$ cat src/rtl/nibble_serial_add_ctrl_pkg.sv
// rca_pkg: shared constants, FSM state type and counter sizing for the nibble-serial adder.
package rca_pkg;
    localparam int NIB_W = 4;
    typedef enum logic [1:0] {IDLE, RUN, DONE} state_t;
    function automatic int cnt_width(input int width);
        return (width / NIB_W) > 1 ? $clog2(width / NIB_W) : 1;
    endfunction
endpackage

$ cat src/rtl/nibble_serial_add_ctrl_shreg.sv
// nibble_shreg: parallel-load register that shifts right one nibble per enable.
module nibble_shreg
    import rca_pkg::*;
#(
    parameter int WIDTH = 16
) (
    input  logic             clk,
    input  logic             rst,
    input  logic             load,
    input  logic             shift,
    input  logic [WIDTH-1:0] din,
    output logic [3:0]       nib
);
    logic [WIDTH-1:0] q;
    always_ff @(posedge clk) begin
        if (rst) q <= '0;
        else if (load) q <= din;
        else if (shift) q <= {{NIB_W{1'b0}}, q[WIDTH-1:NIB_W]};
    end
    assign nib = q[NIB_W-1:0];
endmodule

$ cat src/rtl/nibble_serial_add_ctrl.sv
// nibble_serial_add_ctrl: WIDTH-bit add, one nibble per cycle through an external rca4.
// Optional signed-overflow output ovf when NIBBLE_ADD_OVF_EN is defined.
module nibble_serial_add_ctrl
    import rca_pkg::*;
#(
    parameter int WIDTH = 16
) (
    input  logic             clk,
    input  logic             rst,
    input  logic             in_valid,
    output logic             in_ready,
    input  logic [WIDTH-1:0] op_a,
    input  logic [WIDTH-1:0] op_b,
    input  logic             cin,
    output logic [3:0]       add_a,
    output logic [3:0]       add_b,
    output logic             add_ci,
    input  logic [3:0]       add_s,
    input  logic             add_co,
    output logic             out_valid,
    input  logic             out_ready,
    output logic [WIDTH-1:0] sum,
`ifdef NIBBLE_ADD_OVF_EN
    output logic             ovf,
`endif
    output logic             cout
);
    localparam int N  = WIDTH / NIB_W;
    localparam int CW = cnt_width(WIDTH);
    state_t          state, state_n;
    logic [CW-1:0]   cnt;
    logic            carry_q, cout_q, accept, run, last;
    logic [WIDTH-1:0] sum_q;
    logic [3:0]      a_nib, b_nib;
    assign accept = (state == IDLE) && in_valid;
    assign run    = (state == RUN);
    assign last   = run && (cnt == CW'(N - 1));
    nibble_shreg #(.WIDTH(WIDTH)) u_a_sh (
        .clk(clk), .rst(rst), .load(accept), .shift(run), .din(op_a), .nib(a_nib)
    );
    nibble_shreg #(.WIDTH(WIDTH)) u_b_sh (
        .clk(clk), .rst(rst), .load(accept), .shift(run), .din(op_b), .nib(b_nib)
    );
    always_comb begin
        state_n   = state;
        in_ready  = (state == IDLE);
        out_valid = (state == DONE);
        add_a     = run ? a_nib : 4'd0;
        add_b     = run ? b_nib : 4'd0;
        add_ci    = run ? carry_q : 1'b0;
        if (accept) state_n = RUN;
        if (last) state_n = DONE;
        if (out_valid && out_ready) state_n = IDLE;
    end
    always_ff @(posedge clk) begin
        if (rst) begin
            state   <= IDLE;
            cnt     <= '0;
            carry_q <= 1'b0;
            sum_q   <= '0;
            cout_q  <= 1'b0;
        end else begin
            state <= state_n;
            if (accept) begin
                carry_q <= cin;
                cnt     <= '0;
            end
            // Low nibble enters first, so shifting in from the top leaves it at bit 0 after N steps.
            if (run) begin
                sum_q   <= {add_s, sum_q[WIDTH-1:NIB_W]};
                carry_q <= add_co;
                cnt     <= cnt + CW'(1);
            end
            if (last) cout_q <= add_co;
        end
    end
`ifdef NIBBLE_ADD_OVF_EN
    logic ovf_q;
    always_ff @(posedge clk) begin
        if (rst) ovf_q <= 1'b0;
        else if (last) ovf_q <= (add_a[3] == add_b[3]) && (add_s[3] != add_a[3]);
    end
    assign ovf = ovf_q;
`endif
    assign sum  = sum_q;
    assign cout = cout_q;
endmodule

$ cat config.mk
export PLATFORM = sky130hd
export DESIGN_NAME = nibble_serial_add_ctrl
export DESIGN_NICKNAME = d
export VERILOG_FILES = /design/src/rtl/nibble_serial_add_ctrl_pkg.sv /design/src/rtl/nibble_serial_add_ctrl_shreg.sv /design/src/rtl/nibble_serial_add_ctrl.sv
export SDC_FILE = /design/constraint.sdc
export NUM_CORES = 1
export LEC_CHECK = 0
export BUFFER_PORTS_ARGS = -buffer_cell sky130_fd_sc_hd__clkbuf_2
export CORE_ASPECT_RATIO = 1.75
export CORE_MARGIN = 4
export CORE_UTILIZATION = 57
export CTS_BUF_LIST = sky130_fd_sc_hd__clkbuf_4
export DETAILED_ROUTE_END_ITERATION = 12
export GPL_TIMING_DRIVEN = 0
export PLACE_DENSITY = 0.83
export SYNTH_ARGS = -nofsm -noshare
export SYNTH_HDL_FRONTEND = slang
export SYNTH_SLANG_ARGS = --single-unit
$ cat constraint.sdc
create_clock -name clk -period 4.1 [get_ports clk]
set_input_delay 0.41 -clock clk [delete_from_list [all_inputs] [get_ports clk]]
set_output_delay 0.41 -clock clk [all_outputs]
set_load 0.01 [all_outputs]
# [After elaboration in Yosys (flattened, before gate mapping)]
# Cells that the tools add are included.
[word_totals] latchBits=0 input_bits=42 memories=0 out_inout_bits=28 romBits=0 mem_bits_rw=0 register_bits=54
[op_classes] multipliers=0 bitwise=0 magnitude_cmp=0 addsub=1 n_mux=13 shifts=0 eq_ne=3 n_div=0 reduce_logical=8
[ops] cell="$mux W16" n=4
[ops] cell="$mux W2" n=4
[ops] cell="$mux W4" n=2
[ops] cell="$eq A2 B2 Y1 const B" n=2
[ops] cell="$reduce_bool A2 Y1" n=2
[ops] cell="$logic_and A1 B1 Y1" n=3
[ops] cell="$mux W1" n=3
[ops] cell="$reduce_or A3 Y1" n=1
[ops] cell="$add A2 B1 Y2 const B" n=1
[ops] cell="$eq A2 B1 Y1 const B" n=1
[ops] cell="$logic_not A2 Y1" n=1
[ops] cell="$reduce_or A2 Y1" n=1

# [Logic depth before layout (Yosys ltp)]
[depth] ltp_word=4 depth_mapped=6 mapped_depth_nobuf=4

# [Modules after synthesis]
# Synthesis repeated with hierarchy kept, for this count alone.
[unflattened] hier_cells=264 area_unflattened_um2=2577.5
[modules_own_cells] mod="nibble_shreg" area_each_um2=804.5 n_inst=2 seq_area_each_um2=320.3 cells_per_inst=76
[modules_own_cells] mod="nibble_serial_add_ctrl" area_each_um2=968.4 n_inst=1 seq_area_each_um2=440.4 cells_per_inst=112

# [Least setup slack after synthesis]
# OpenSTA, ideal clock, no wires.
[synth_timing] path_kind="register -> output" start="reg state[0]" end="out add_a[0]" t_arrival_ns=1.053 t_required_ns=3.690 setup_slack_ns=2.637 path_stages_with_launch=6 path_cell_list="dfxtp_1 -> buf_6 -> nor2b_1 -> buf_2 -> buf_2 -> and2_1"
[synth_between] elab_chain_cells=2
[synth_lines] element="start, declared" line_no="nibble_serial_add_ctrl.sv:30" rtl="state_t state, state_n;"
[synth_lines] element="start signal, assigned" line_no="nibble_serial_add_ctrl.sv:63" rtl="state <= state_n;"
[synth_lines] element="$eq A2 B1 Y1" line_no="nibble_serial_add_ctrl.sv:36" rtl="assign run = (state == RUN);"
[synth_lines] element="$mux W4" line_no="nibble_serial_add_ctrl.sv:48" rtl="add_a = run ? a_nib : 4'd0;"
[synth_lines] element="end, declared" line_no="nibble_serial_add_ctrl.sv:15" rtl="output logic [3:0] add_a,"
# Every way passes these cells.

# [Final worst setup path]
[layout_timing] start="reg state[0]" end="out add_ci"
[layout_between] elab_chain_cells=2
[layout_lines] element="$eq A2 B1 Y1" line_no="nibble_serial_add_ctrl.sv:36"
[layout_lines] element="$mux W1" line_no="nibble_serial_add_ctrl.sv:50" rtl="add_ci = run ? carry_q : 1'b0;"
[layout_lines] element="end, declared" line_no="nibble_serial_add_ctrl.sv:17" rtl="output logic add_ci,"
# Every way passes these cells.

==> summary by stage <==
Outcome
The flow ran to the end, and the final reports show no timing, DRC or antenna violations.

Route
The count of TritonRoute iterations in the first routing pass is 6. The vias per cell is ~5.4. The detail route stage leaves a number of antenna-violating nets equal to 0. Dividing the detail-routed wire length by the instance count gives 14.5 um. The initial detailed-routing violation count is 87.

After detailed routing, the number of remaining DRC violations is 0. The routed layout has 2239 vias. The total detailed-routing wirelength is 6060 um.

Floorplan
The die footprint is 0.00536 mm^2. The die is about 94 um tall. The die span in x is 57.1 um.

In this run the count of I/O pins placed on the die edge is 70. The core area is 0.00411 mm^2. The number of rows created at floorplan is 31. For this configuration, the core starts out at a cell density of 58.5%.

Yosys
The number of synthesized flops with an enable pin is 0. After synthesis, the share of flip-flops with an asynchronous set or reset is 0%. Yosys mapped the design onto 27 distinct sky130hd cell types. The basic-gate share of the synthesized area counting and, or, nand and nor cells is a little under a quarter. Ranked by instance count, the synthesized netlist is headed by sky130_fd_sc_hd__nand2_1 (55), sky130_fd_sc_hd__dfxtp_1 (54), sky130_fd_sc_hd__a21oi_1 (51). Summing the areas of all compound-gate instances in the mapped netlist gives 22.5% of the synthesized area. The share of synthesized cell area in full adder, half adder and majority cells is 0.521%. The sequential fraction of the synthesis area is 45.0%.

The area share of the largest cell type after synthesis is around 45%. The synthesized instance count is 294. The mean cell area of the mapped netlist is 8.18 um^2. In the post-synthesis netlist, the biggest area contributors are sky130_fd_sc_hd__dfxtp_1 (45%), sky130_fd_sc_hd__a21oi_1 (11%), sky130_fd_sc_hd__nand2_1 (8.6%), sky130_fd_sc_hd__a211oi_1 (6.2%), sky130_fd_sc_hd__nor2_1 (4.8%). The combinational family with the most area after synthesis is simple AND/OR/NAND/NOR gates. sky130_fd_sc_hd__dfxtp_1 takes more of the synthesized area than any other cell. The dominant cell by count in the synthesized netlist is sky130_fd_sc_hd__nand2_1. The synthesized net count is 337. For this run, the leading register cell type out of synthesis is sky130_fd_sc_hd__dfxtp_1. Multiplexer cells account for 0.469% of the synthesized area. The synthesis warning total is 0. The synthesized design contains between 50 and 60 register bits.

The netlist area before placement is 0.00240 mm^2. The xor and xnor fraction of the mapped netlist area is 0%.

CTS
Post-CTS repair changed the size of 0 cells. CTS built an H-tree with a depth of 2. After clock tree synthesis, the flow added hold-fix buffers numbering 0. TritonCTS built the clock tree. The setup fix buffers added after clock tree synthesis is 0. The cell sitting at the root of the clock tree is a sky130_fd_sc_hd__clkbuf_4. The source-to-sink clock delay at the later pin of the worst-skew pair is 0.38 ns. Clock-pin slew was measured on the worst setup and hold paths at approximately 0.16 ns. The number of buffers on the longest clock path is 2. The number of buffers inserted during clock tree synthesis is 5. The number of sinks on the clock net is 54.

Setup path
The kind of start point of the critical path is a flop. Data on the critical path is required at its endpoint by around 3.7 ns. The worst setup path is captured at an output pin. The critical path is of the flop to output pin type.

Data arrives at the worst endpoint at about 1.7 ns. In this run the worst path has a maximum fanout of 10. Setup slack on the worst reg-to-reg path comes out at 2.63 ns.

STA
The hold violation total from the final report came to 0. Based on the critical path, the design can be clocked at up to 475 MHz. The worst relative slew slack is 62.8%. Setup total negative slack on the finished layout was measured at 0 ns. Setup repair after global routing left no endpoint under its margin. The slew at the pin with the worst max-slew slack is ~0.56 ns. The share of the clock period used by the worst path after layout is about half. Hold is met by 0.226 ns. The routed design could run at a clock period as short as 2.11 ns. The number of slew-limit violations in the final report was 0. The final worst clock skew is 0.0159 ns. Setup violations remaining at the end of the flow were counted as 0.

Global routing
The number of global-route vias before repair came to 2170. The largest net degree at the start of global routing is 18. The final global-route overflow total is 0. The total routing usage reported by global routing is a little under a quarter.

The first global-routing pass estimated 9810 um of wire. The initial antenna violation count is 0.

Job
The count of maximum capacitance violations is 0.

Layout
The finished cells cover 0.00286 mm^2. The final net count is 411. The count of cells in the finished layout, fillers not included, comes to 418.

Relative to the synthesized area, the layout overhead comes to 18.9%. The count of inserted antenna diode cells is 0. The proportion of layout cells with a drive suffix above 1 is 33.1%.

Placed design
The HPWL reported at the end of detailed placement is between 4000 and 5000 um. During placement, the flow inserted port buffers numbering 67. In this run the cell area measured after placement is roughly 0.0028 mm^2. The final weighted congestion in routability-driven placement is ~0.9. The number of cells in the design after placement is 410.

Power and ir drop
The worst vdd rail ir drop is 0.000283 V. The ratio of total power to cell area is 352 mW/mm^2. Summed over all cells, the static leakage comes to 1.20 nW.

Min path
In this run the worst hold path is classified as input port to flop.
## cells in the final DEF (no fill, tap or decap), drive strengths merged
cell type / n
o21ai: 3
and2: 4
nor2: 41
or3b: 1
mux2: 1
clkbuf: 78
buf: 21
inv: 8
clkinv: 3
o221a: 5
nand2b: 3
nor3b: 1
nor2b: 1
o22ai: 3
a211oi: 20
ha: 1
nand2: 55
dfxtp: 54
o2bb2ai: 3
a21oi: 52
o21ba: 1
nand3: 10
## kinds of logic after synthesis
family                     after synthesis
muxes                                    1
adders and majority gates                1
and+or+nand+nor                        116
AOI/OAI and AO/OA                       87
buffers and inverters                   35
DFF                                     54
## path summary, 6_finish.rpt
path                               from                       end  depth (start not counted)
hold reg to reg     sum[0]$_SDFFE_PP0P_       sum[0]$_SDFFE_PP0P_                          2
hold / removal                 add_s[2]      sum[14]$_SDFFE_PP0P_                          3
setup / recovery  state[0]$_SDFFE_PP0P_                    add_ci                          6
setup reg to reg  state[0]$_SDFFE_PP0P_  u_a_sh.q[6]$_SDFFE_PP0P_                          6
## routing by layer
metal | vias to the layer above | wire, um | GRT usage [%]
met5 | - | 0 | 0
met4 | 0 | 141 | 9.67
met3 | 12 | 363 | 4.26
met2 | 79 | 3330 | 44.4
met1 | 1004 | 2220 | 24.7
li1 | 1144 | - | -
## state kept, by name (all words and copies together) (netlist names)
signal    flops
carry_q       1
cnt           2
cout          1
state         2
sum          16
u_a_sh.q     16
u_b_sh.q     16
## report_power, final
group / leakage (nW) / total, mW / internal, mW / switching, mW
Combinational: 0.722 / 0.191 / 0.0806 / 0.110
Sequential: 0.443 / 0.580 / 0.560 / 0.0202
Clock: 0.0328 / 0.237 / 0.0675 / 0.169
Total: 1.20 / 1.01 / 0.708 / 0.299
## final cells by class
| type | instances | area, um^2 |
|---|---|---|
| Clock inverter | 3 | 21.3 |
| Timing Repair Buffer | 67 | 335 |
| Multi-Input combinational cell | 205 | 1120 |
| Fill cell | 363 | 1250 |
| Buffer | 27 | 170 |
| Clock buffer | 5 | 37.5 |
| Tap cell | 49 | 61.3 |
| Inverter | 8 | 30.0 |
| Sequential cell | 54 | 1080 |
## stage by stage
stage | setup WS [ns] | util (%) | power (mW)
final | 1.99 | 69.5 | 1.01
after global routing | 1.85 | 69.5 | 1.05
after CTS | 1.99 | 69.5 | 1.01
after global placement | 2.44 | 68.1 | 0.776
after detailed placement | 2.43 | 68.1 | 0.781
after floorplan | 2.64 | - | 0.717
## critical path, stage by stage (launching register included)
cell	delay [ns]
sky130_fd_sc_hd__dfxtp_1	0.36
sky130_fd_sc_hd__buf_6	0.13
sky130_fd_sc_hd__nor2b_1	0.12
sky130_fd_sc_hd__buf_2	0.20
sky130_fd_sc_hd__buf_2	0.22
sky130_fd_sc_hd__and2_1	0.15
sky130_fd_sc_hd__clkbuf_2	0.13
Power figures use the tool's default switching activity.
